## src/rtl/risc_pkg.sv

```systemverilog
// Shared widths and ALU op encodings for the pipeline stages.
package risc_pkg;

    localparam int XLEN = 32;
    localparam int RIDX = 5;

    typedef enum logic [2:0] {
        ALU_ADD = 3'd0,
        ALU_SUB = 3'd1,
        ALU_AND = 3'd2,
        ALU_OR  = 3'd3,
        ALU_XOR = 3'd4,
        ALU_SLT = 3'd5,
        ALU_SLL = 3'd6,
        ALU_SRL = 3'd7
    } alu_op_e;

endpackage

```

## src/rtl/id_ex_stage_fwd_mux.sv

```systemverilog
// Operand forwarding select: EX/MEM beats MEM/WB, r0 never forwarded.
// Forwarding is compiled in only with ID_EX_FWD_EN defined.
module fwd_mux #(
    parameter int XLEN = 32,
    parameter int RIDX = 5
) (
    input  logic [RIDX-1:0] i_idx,
    input  logic [XLEN-1:0] i_data,
    input  logic            i_exmem_wr_en,
    input  logic [RIDX-1:0] i_exmem_rd,
    input  logic [XLEN-1:0] i_exmem_result,
    input  logic            i_memwb_wr_en,
    input  logic [RIDX-1:0] i_memwb_rd,
    input  logic [XLEN-1:0] i_memwb_result,
    output logic [XLEN-1:0] o_data
);

`ifdef ID_EX_FWD_EN
    logic w_nz;
    logic w_hit_exmem;
    logic w_hit_memwb;

    assign w_nz        = |i_idx;
    assign w_hit_exmem = i_exmem_wr_en && (i_exmem_rd == i_idx) && w_nz;
    assign w_hit_memwb = i_memwb_wr_en && (i_memwb_rd == i_idx) && w_nz;

    always_comb begin
        o_data = i_data;
        unique case (1'b1)
            w_hit_exmem: o_data = i_exmem_result;
            w_hit_memwb: o_data = i_memwb_result;
            default:     o_data = i_data;
        endcase
    end
`else
    logic w_unused;
    assign w_unused = ^{i_idx, i_exmem_wr_en, i_exmem_rd, i_exmem_result,
                        i_memwb_wr_en, i_memwb_rd, i_memwb_result};
    assign o_data = i_data;
`endif

endmodule

```

## src/rtl/id_ex_stage.sv

```systemverilog
// ID/EX single-entry pipeline register with operand forwarding.
// Optional macro ID_EX_FWD_EN enables forwarding in fwd_mux.
module id_ex_stage
    import risc_pkg::*;
#(
    parameter int XLEN = risc_pkg::XLEN,
    parameter int RIDX = risc_pkg::RIDX
) (
    input  logic            clk,
    input  logic            rst,
    input  logic            in_valid,
    output logic            in_ready,
    input  logic [RIDX-1:0] rs_idx,
    input  logic [RIDX-1:0] rt_idx,
    input  logic [RIDX-1:0] rd_idx,
    input  logic [XLEN-1:0] rs_data,
    input  logic [XLEN-1:0] rt_data,
    input  logic [XLEN-1:0] imm,
    input  logic            use_imm,
    input  logic [2:0]      sel_in,
    input  logic            wr_en_in,
    input  logic            exmem_wr_en,
    input  logic [RIDX-1:0] exmem_rd,
    input  logic [XLEN-1:0] exmem_result,
    input  logic            memwb_wr_en,
    input  logic [RIDX-1:0] memwb_rd,
    input  logic [XLEN-1:0] memwb_result,
    input  logic            stall,
    input  logic            flush,
    output logic [XLEN-1:0] X,
    output logic [XLEN-1:0] Y,
    output alu_op_e         sel,
    output logic            out_valid,
    input  logic            out_ready,
    output logic [RIDX-1:0] out_rd,
    output logic            out_wr_en,
    output logic [31:0]     issue_cnt
);

    logic [XLEN-1:0] r_x;
    logic [XLEN-1:0] r_y;
    alu_op_e         r_sel;
    logic            r_valid;
    logic [RIDX-1:0] r_rd;
    logic            r_wr_en;
    logic [31:0]     r_issue_cnt;

    logic [XLEN-1:0] w_rs_fwd;
    logic [XLEN-1:0] w_rt_fwd;
    logic [XLEN-1:0] w_y_next;
    logic            w_in_ready;
    logic            w_cap;

    fwd_mux #(.XLEN(XLEN), .RIDX(RIDX)) u_fwd_rs (
        .i_idx          (rs_idx),
        .i_data         (rs_data),
        .i_exmem_wr_en  (exmem_wr_en),
        .i_exmem_rd     (exmem_rd),
        .i_exmem_result (exmem_result),
        .i_memwb_wr_en  (memwb_wr_en),
        .i_memwb_rd     (memwb_rd),
        .i_memwb_result (memwb_result),
        .o_data         (w_rs_fwd)
    );

    fwd_mux #(.XLEN(XLEN), .RIDX(RIDX)) u_fwd_rt (
        .i_idx          (rt_idx),
        .i_data         (rt_data),
        .i_exmem_wr_en  (exmem_wr_en),
        .i_exmem_rd     (exmem_rd),
        .i_exmem_result (exmem_result),
        .i_memwb_wr_en  (memwb_wr_en),
        .i_memwb_rd     (memwb_rd),
        .i_memwb_result (memwb_result),
        .o_data         (w_rt_fwd)
    );

    assign w_y_next   = use_imm ? imm : w_rt_fwd;
    // Reset also blocks acceptance so nothing is counted while rst is high.
    assign w_in_ready = !rst && !stall && !flush && (!r_valid || out_ready);
    assign w_cap      = in_valid && w_in_ready;

    always_ff @(posedge clk) begin
        if (rst) begin
            r_x         <= '0;
            r_y         <= '0;
            r_sel       <= ALU_ADD;
            r_valid     <= 1'b0;
            r_rd        <= '0;
            r_wr_en     <= 1'b0;
            r_issue_cnt <= '0;
        end else if (flush) begin
            r_valid <= 1'b0;
            r_wr_en <= 1'b0;
        end else if (w_cap) begin
            r_x         <= w_rs_fwd;
            r_y         <= w_y_next;
            r_sel       <= alu_op_e'(sel_in);
            r_valid     <= 1'b1;
            r_rd        <= rd_idx;
            r_wr_en     <= wr_en_in;
            r_issue_cnt <= r_issue_cnt + 32'd1;
        end else if (!stall && r_valid && out_ready) begin
            r_valid <= 1'b0;
        end
    end

    assign in_ready  = w_in_ready;
    assign X         = r_x;
    assign Y         = r_y;
    assign sel       = r_sel;
    assign out_valid = r_valid;
    assign out_rd    = r_rd;
    assign out_wr_en = r_wr_en;
    assign issue_cnt = r_issue_cnt;

endmodule

```

## config.mk

```make
export PLATFORM = sky130hd
export DESIGN_NAME = id_ex_stage
export DESIGN_NICKNAME = d
export VERILOG_FILES = /design/src/rtl/risc_pkg.sv /design/src/rtl/id_ex_stage_fwd_mux.sv /design/src/rtl/id_ex_stage.sv
export SDC_FILE = /design/constraint.sdc
export NUM_CORES = 1
export LEC_CHECK = 0
export CORE_MARGIN = 3
export CORE_UTILIZATION = 39
export CTS_CLUSTER_SIZE = 20
export DETAILED_ROUTE_END_ITERATION = 8
export GPL_TIMING_DRIVEN = 0
export HOLD_SLACK_MARGIN = 0.15
export PLACE_DENSITY_LB_ADDON = 0.05
export SYNTH_ARGS = -nofsm -noshare
export SYNTH_HDL_FRONTEND = slang
export SYNTH_HIERARCHICAL = 1
export SYNTH_SLANG_ARGS = --single-unit
```

## constraint.sdc

```tcl
create_clock -name clk -period 5.4 [get_ports clk]
set_input_delay 1.08 -clock clk [delete_from_list [all_inputs] [get_ports clk]]
set_output_delay 1.08 -clock clk [all_outputs]
set_load 0.02 [all_outputs]
```

==> Word-level counts from Yosys, hierarchy flattened <==
Index checks and enable logic that the tools add are counted.
{ "totals": {"register_bits": 106, "in_bits": 198, "output_inout_bits": 107, "elab_cells": 26} }
{ "classes": {"n_addsub": 1, "muxes": 3, "n_bitwise": 1, "n_reduce_logical": 14} }
{ "ops": {"columns": ["cell", "count"], "rows": [
  ["$add 32x1->32 const B", 1],
  ["$mux 32", 1],
  ["$logic_and 1x1->1", 6],
  ["$logic_not 1->1", 4],
  ["$mux 1", 2],
  ["$reduce_and 2->1", 1],
  ["$reduce_bool 2->1", 1],
  ["$reduce_or 2->1", 1],
  ["$logic_or 1x1->1", 1],
  ["$not 1->1", 1]
]} }

==> Longest topological paths before layout <==
Gate-level depths: netlist of run 1.
{ "depth": {"word_depth": 6, "mapped_depth": 8, "ltp_nobuf": 6} }

==> Cells and area by module <==
Netlist of run 1, hierarchy kept.
{ "by_module_without_submodules": {"columns": ["mod", "instances", "cells_each", "area_each_um2", "seq_area_each_um2"], "rows": [
  ["id_ex_stage", 1, 503, 4379.2, 2122.0],
  ["fwd_mux", 2, 32, 240.2, 0.0]
]} }

==> Worst setup path after synthesis of run 1 <==
Ideal clock, no wire load.
{ "synth_path": {"kind": "input port to output port", "start": "input port rst", "end": "output port in_ready", "arrival_ps": 2067, "t_required_ps": 4320, "setup_slack_ps": 2253, "stages": 4, "path_buffers": 2, "path_cell_list": "buf_2 -> or2_1 -> buf_6 -> nor3_1"} }
{ "synth_between": {"elab_chain_len": 4} }
{ "synth_lines": {"columns": ["item", "line_no", "rtl"], "rows": [
  ["start, declared", "id_ex_stage.sv:10", "input logic rst,"],
  ["$logic_not 1->1", "id_ex_stage.sv:80", "assign w_in_ready = !rst && !stall && !flush && (!r_valid || out_ready);"],
  ["$logic_and 1x1->1 (3 in a row)", "id_ex_stage.sv:80", null],
  ["end, declared", "id_ex_stage.sv:12", "output logic in_ready,"]
]} }
Every way passes these cells.

==> Final worst setup path of run 1 <==
{ "layout_path": {"start": "input port flush", "end": "output port in_ready"} }
{ "layout_between": {"elab_chain_len": 3} }
{ "layout_lines": {"columns": ["item", "line_no", "rtl"], "rows": [
  ["start, declared", "id_ex_stage.sv:29", "input logic flush,"],
  ["$logic_not 1->1", "id_ex_stage.sv:80", null],
  ["$logic_and 1x1->1 (2 in a row)", "id_ex_stage.sv:80", null]
]} }
Every way passes these cells.

==> reports/qor.yml, run 1 <==
logic_synthesis:
  synth.cell_area_um2: 4860
  syn_nets: 766
  ys.warnings.count: 6
  yosys_register_bits: 106
  synth_cell_types: 39
  synthArstFlopShare_pct: 0
  syn_inst: 567
  synth_ff_type: "sky130_fd_sc_hd__dfxtp_1"
  synth_edf_count: 0
  yosysSeqAreaShare_pct: 43.67
  avgSynthCellArea_um2: 8.571
finish:
  final_net_count: 929
  final_cell_count_without_fillers: 902
  layout-drive-gt1-share_pct: 12.40
  finalCoreUtilization_pct: 56.67
  fill_cells: 1151
  area.growth.synth_to_final_pct: 41.25
  final_design_area_no_fill_um2: 6864
  antennaDiodeCount: 0
sta:
  final_max_slew_violation_count: 0
  worst_slew_pin_slew_ns: 0.9879
  report.final.hold_viol_count: 0
  slew_headroom_pct: 33.59
  unrepaired_setup_endpoints_after_global_routing: "no"
  timing.setup.tns_ns: 0
  max_freq_ghz: 0.2653
  finalWorstPathRequiredPeriod_ns: 3.770
  final.hold.worst_slack_ns: 0.4548
  clock-skew-final_ns: 0.004959
  layout_worst_path_cycle_share_pct: 69.82
  timing.final.setup_violations: 0
clock_tree:
  post_cts_resized: 0
  numCtsBuffers: 9
  worst_skew_pair.late_latency_ns: 0.34
  tritoncts_num_sinks: 106
  cts_buffer_depth: 2
  post-cts-setup-buffers: 0
  cts-root-buf: "sky130_fd_sc_hd__clkbuf_16"
  clk_pin_slew_worst_paths_ns: 0.07
  post_cts_hold_buffer_count: 0
  cts_tree: "yes"
  cts.htree.levels: 3
global_route:
  grt_overflow: 0
  grt_antenna_before_repair: 0
  wire_length_of_the_first_global_routing_pass_um: 20710
  grt.total_usage_pct: 18.42
  first_global_vias: 4057
  grt_max_degree: 16
route:
  number_of_vias_per_cell: 4.655
  postRouteAntennaNets: 0
  dr_total_vias: 4199
  detailedRoute.firstPassIterationCount: 4
  remaining_drc_errors: 0
  drt-initial-drc-count: 220
  routedWlPerCell_um: 14.61
  final_wirelength_um: 13170
worst_setup_path:
  worstPathCellList: "clkdlybuf4s50_1 > or2_1 > buf_6 > nor3_1 > clkdlybuf4s50_1"
  timing.critical_path.required_ns: 4.32
  worst_ep_arrival_time_ns: 2.69
  crit_family: "buffers and inverters"
  worst_path_maximum_fanout: 8
  critPathMaxStageDelay_ns: 0.66
  timing.critical_path.from_type: "input pin"
  worst_path_max_delay_cell: "sky130_fd_sc_hd__clkdlybuf4s50_1"
  critical_path_class: "in2out"
  critPathCaptureType: "output pin"
  cp_common_cell: "sky130_fd_sc_hd__clkdlybuf4s50_1"
  worst-path-buf-inv: 3
power_and_ir_drop:
  power_density_nw_per_um2: 234.4
  power.internal_mw: 1.241
  worst_ir_drop_vdd_v: 0.0001121
  comb_power_share_pct: 12.1
  power.switching_fraction_pct: 22.86
  part_of_the_total_power_dissipated_in_the_clock_network_pct: 37.9
  total_leakage_power_nw: 2.499
  power.share.sequential_pct: 50.0
  net-switching-power_mw: 0.3677
worst_hold_path:
  min_path_type: "reg2reg"
die:
  chipWidth_um: 117.6
  placeableCoreArea_um2: 12110
  start_util_pct: 40.12
  placement_rows: 40
  chipHeight_um: 117.6
  io-pin-count: 305
  dieArea_um2: 13840
outcome:
  run_status: "finished, final reports clean"
run:
  maxCapViolCount: 0
placed_design:
  placed_cell_area_um2: 6591
  io_buffer_count: 152
  dp.final_hpwl_um: 10420
  dp_cells: 887
  gp_congestion: 0.7960
[cell usage in the layout, fill, tap and decap left out, types with 2 or more instances in the layout]
cell type / count
sky130_fd_sc_hd__nand2_1: 91
sky130_fd_sc_hd__xnor2_1: 13
sky130_fd_sc_hd__a21oi_1: 47
sky130_fd_sc_hd__clkbuf_16: 9
sky130_fd_sc_hd__mux2i_1: 32
sky130_fd_sc_hd__nor4_4: 2
sky130_fd_sc_hd__a211oi_1: 32
sky130_fd_sc_hd__nor4_1: 3
sky130_fd_sc_hd__clkbuf_1: 31
sky130_fd_sc_hd__nor3_1: 4
sky130_fd_sc_hd__and2_1: 2
sky130_fd_sc_hd__and4_1: 5
sky130_fd_sc_hd__inv_1: 5
sky130_fd_sc_hd__nor4_2: 2
sky130_fd_sc_hd__or3_1: 3
sky130_fd_sc_hd__nand3_1: 12
sky130_fd_sc_hd__buf_2: 3
sky130_fd_sc_hd__o21ai_0: 3
sky130_fd_sc_hd__clkdlybuf4s50_1: 152
sky130_fd_sc_hd__and3_1: 4
sky130_fd_sc_hd__buf_6: 2
sky130_fd_sc_hd__buf_4: 64
sky130_fd_sc_hd__nor2b_1: 3
sky130_fd_sc_hd__dfxtp_1: 106
sky130_fd_sc_hd__nor2_1: 60
sky130_fd_sc_hd__clkbuf_8: 2
sky130_fd_sc_hd__nand4_1: 12
sky130_fd_sc_hd__buf_1: 2
sky130_fd_sc_hd__xor2_1: 13
[state kept, by name (all words and copies together) (netlist names)]
name,cells
Y,32
out_wr_en,1
out_valid,1
sel,3
issue_cnt,32
out_rd,5
X,32
[tightest hold or removal path: stages (launching register included)]
cell                      delay [ns]
sky130_fd_sc_hd__dfxtp_1        0.31
sky130_fd_sc_hd__nand2_1        0.05
sky130_fd_sc_hd__a21oi_1        0.05
[synthesized netlist by cell type, drive strengths merged, types with 6 or more instances]
cell type,number,area share [%]
dfxtp,106,44
xor2,13,2.3
clkbuf,29,2.2
nand4,12,1.5
a211oi,32,4.9
nor3,6,0.95
nand3,12,1.2
nand2,91,7.0
a21oi,47,4.8
nor4,7,1.8
buf,71,11
xnor2,13,2.3
mux2i,32,6.6
nor2,60,4.6
[metal layers]
metal / vias up / track usage (%) / routed length, um
li1: 2175 / - / -
met2: 129 / 32.45 / 6538
met4: 0 / 5.055 / 134
met3: 10 / 6.824 / 1088
met1: 1885 / 20.94 / 5412
met5: - / 0 / 0
[power groups by stage]
stage | Clock [mW] | Sequential [mW] | Combinational [mW]
2_1_floorplan | 0 | 0.840 | 0.0929
3_3_place_gp | 0 | 0.822 | 0.195
3_5_place_dp | 0 | 0.822 | 0.197
4_1_cts | 0.629 | 0.805 | 0.197
5_1_grt | 0.661 | 0.806 | 0.210
6_report | 0.610 | 0.805 | 0.194
[logic make-up (layout without fill, tap and decap cells)]
logic type | Yosys count | after routing | synth area share, %
AOI/OAI and AO/OA | 85 | 85 | 10.61
DFF | 106 | 106 | 43.67
muxes | 32 | 32 | 6.591
xor gates and xnor gates | 26 | 26 | 4.686
and+or+nand+nor | 212 | 212 | 20.75
adders and majority gates | 1 | 1 | 0.2574
buffers and inverters | 105 | 272 | 13.44
[metrics by stage]
step	setup WS, ns	power [mW]
after floorplan	2.253	0.9333
after global placement	1.566	1.017
after detailed placement	1.619	1.019
after CTS	1.613	1.631
after global routing	1.539	1.677
final	1.630	1.609
[layout make-up]
cell class	instances	area (um^2)	share of cell area, %
Buffer	100	634.4	9.242
Clock buffer	13	260.3	3.791
Clock inverter	2	12.51	0.1823
Inverter	5	18.77	0.2734
Multi-Input combinational cell	356	2085	30.37
Sequential cell	106	2122	30.92
Tap cell	168	210.2	3.062
Timing Repair Buffer	152	1521	22.17
[worst paths after layout]
kind / from / endpoint / slack, ns / cells after the start
worst max register to register: issue_cnt[8]$_SDFFE_PP0P_ / issue_cnt[26]$_SDFFE_PP0P_ / 3.14 / 5
worst max-delay path: flush / in_ready / 1.63 / 5
worst min-delay path: out_rd[2]$_SDFFE_PP0P_ / out_rd[2]$_SDFFE_PP0P_ / 0.45 / 2
worst min register to register: out_rd[2]$_SDFFE_PP0P_ / out_rd[2]$_SDFFE_PP0P_ / 0.45 / 2
(Power assumes the default switching activity.)
==> run 2: changes to the inputs <==
- CORE_UTILIZATION: 39 -> 37
- clock period: 5.4 -> 3.8 ns (I/O delays scaled with it)
==> run 2 against run 1 <==
Final area increased by 0.46%. Sequential share of layout area down 0.14 points. Setup slack worse by 0.99 ns. Clock skew is 0.0020 ns higher. Largest power group unchanged. Cell count rose by 0.55%. Register-to-register slack got worse by 1.6 ns. Critical path depth did not move. Combinational power rose by 43%.
==> reports/qor.yml, run 2 (synthesized netlist as in run 1, its figures left out) <==
placed_design:
  gp_congestion: 0.7879
  post-place-ws_ns: 0.6155
  io_buffer_count: 152
  dp.final_hpwl_um: 10690
  dp_cells: 891
route:
  routedWlPerCell_um: 14.99
  final_wirelength_um: 13590
  drt-initial-drc-count: 143
  postRouteAntennaNets: 0
  remaining_drc_errors: 0
  dr_wl_met3_um: 1326
  detailedRoute.firstPassIterationCount: 4
  number_of_vias_per_cell: 4.750
  met2RoutedLength_um: 6635
  route.top_layer_used: "met4"
  dr_total_vias: 4308
  detail_route.wirelength.met1_um: 5412
finish:
  final_cell_count_without_fillers: 907
  fill_cells: 1201
  final_common_cell: "sky130_fd_sc_hd__clkdlybuf4s50_1"
  area.growth.synth_to_final_pct: 41.89
  final_net_count: 929
  layout-drive-gt1-share_pct: 12.38
  antennaDiodeCount: 0
  layout.cells.most_common_list: "152 x sky130_fd_sc_hd__clkdlybuf4s50_1, 106 x sky130_fd_sc_hd__dfxtp_1, 91 x sky130_fd_sc_hd__nand2_1"
global_route:
  first_global_vias: 4249
  grt_max_degree: 16
  grt_overflow: 0
  wire_length_of_the_first_global_routing_pass_um: 21410
  grt_antenna_before_repair: 0
  grt.total_usage_pct: 18.64
die:
  placeableCoreArea_um2: 12720
  chipHeight_um: 120.6
  io-pin-count: 305
  start_util_pct: 38.20
  chipWidth_um: 120.6
  placement_rows: 41
  dieArea_um2: 14550
run:
  maxCapViolCount: 0
sta:
  worst_slew_pin_slew_ns: 0.9629
  timing.final.setup_violations: 0
  timing.setup.tns_ns: 0
  clock-skew-final_ns: 0.006984
  setup_slack_ns: 0.6394
  report.final.hold_viol_count: 0
  slew_headroom_pct: 35.27
  finalWorstPathRequiredPeriod_ns: 3.161
  max_freq_ghz: 0.3164
  unrepaired_setup_endpoints_after_global_routing: "no"
  final_max_slew_violation_count: 0
  layout_worst_path_cycle_share_pct: 83.17
worst_setup_path:
  timing.critical_path.from_type: "input pin"
  critPathMaxStageDelay_ns: 0.66
  worst_path_max_delay_cell: "sky130_fd_sc_hd__clkdlybuf4s50_1"
  worstPathCellList: "clkdlybuf4s50_1 > or2_1 > buf_6 > nor3_1 > clkdlybuf4s50_1"
  timing.critical_path.required_ns: 3.04
  worst_path_maximum_fanout: 8
  worst_ep_arrival_time_ns: 2.40
  critPathCaptureType: "output pin"
  critical_path_class: "in2out"
  cp_common_cell: "sky130_fd_sc_hd__clkdlybuf4s50_1"
clock_tree:
  cts.htree.levels: 3
  post-cts-setup-buffers: 0
  post_cts_resized: 0
  clk_pin_slew_worst_paths_ns: 0.07
  cts_tree: "yes"
  cts_buffer_depth: 2
  cts-root-buf: "sky130_fd_sc_hd__clkbuf_16"
  post_cts_hold_buffer_count: 0
  numCtsBuffers: 9
  tritoncts_num_sinks: 106
  worst_skew_pair.late_latency_ns: 0.35
power_and_ir_drop:
  total_leakage_power_nw: 2.514
  power_density_nw_per_um2: 343.6
  power_mw: 2.369
  worst_ir_drop_vdd_v: 0.0001954
outcome:
  run_status: "finished, final reports clean"
worst_hold_path:
  min_path_type: "reg2reg"
## run 2: cell count changes in the layout (fill, tap and decap cells not counted), sizes merged
| cell | previous run | this run |
|---|---|---|
| bufinv | 0 | 1 |
| clkbuf | 42 | 43 |
| clkinvlp | 1 | 0 |
## run 2: path summary, 6_finish.rpt
path                     startpoint                      to  slack, ns  cells after the start
max                           flush                in_ready       0.64                      5
min          out_wr_en$_SDFFE_PP0P_  out_wr_en$_SDFFE_PP0P_       0.45                      2
max reg2reg  out_valid$_SDFFE_PP0P_      Y[26]$_SDFFE_PP0P_       1.58                      6
min reg2reg  out_wr_en$_SDFFE_PP0P_  out_wr_en$_SDFFE_PP0P_       0.45                      2
## run 2: area by class of cell
| class | count | area (um^2) | area share [%] |
|---|---|---|---|
| clock buffers | 14 | 264.0 | 3.829 |
| inverters | 5 | 18.77 | 0.2722 |
| repair buffers | 152 | 1521 | 22.06 |
| multi-input cells | 356 | 2085 | 30.23 |
| clock inverters | 2 | 35.03 | 0.5081 |
| well taps | 172 | 215.2 | 3.121 |
| flip-flops and latches | 106 | 2122 | 30.77 |
| plain buffers | 100 | 634.4 | 9.200 |
## run 2: metrics by stage
| stage | instance area (um^2) | hold WS [ns] | utilization, % |
|---|---|---|---|
| global route | 6895 | 0.4749 | 54.20 |
| floorplan | 4860 | 0.5316 | - |
| detailed placement | 6596 | 0.4465 | 51.85 |
| CTS | 6895 | 0.4550 | 54.20 |
| finish | 6895 | 0.4546 | 54.20 |
| global placement | 6596 | 0.4428 | 51.85 |
## run 2: report_power, final
part / internal [mW] / switching [mW]
registers: 1.13 / 0.0115
clock network: 0.547 / 0.400
logic: 0.155 / 0.123
## run 2: per-layer routing
layer  global-route usage [%]  vias to the layer above
li1                         -                     2176
met1                    21.47                     1959
met2                    31.33                      156
met3                    7.671                       17
met4                    6.232                        0
met5                        0                        -
## run 2: critical path: cells and delay by family
| family | cells | cell delay [ns] |
|---|---|---|
| AND/OR/NAND/NOR | 2 | 0.45 |
| buffers and inverters | 3 | 1.19 |
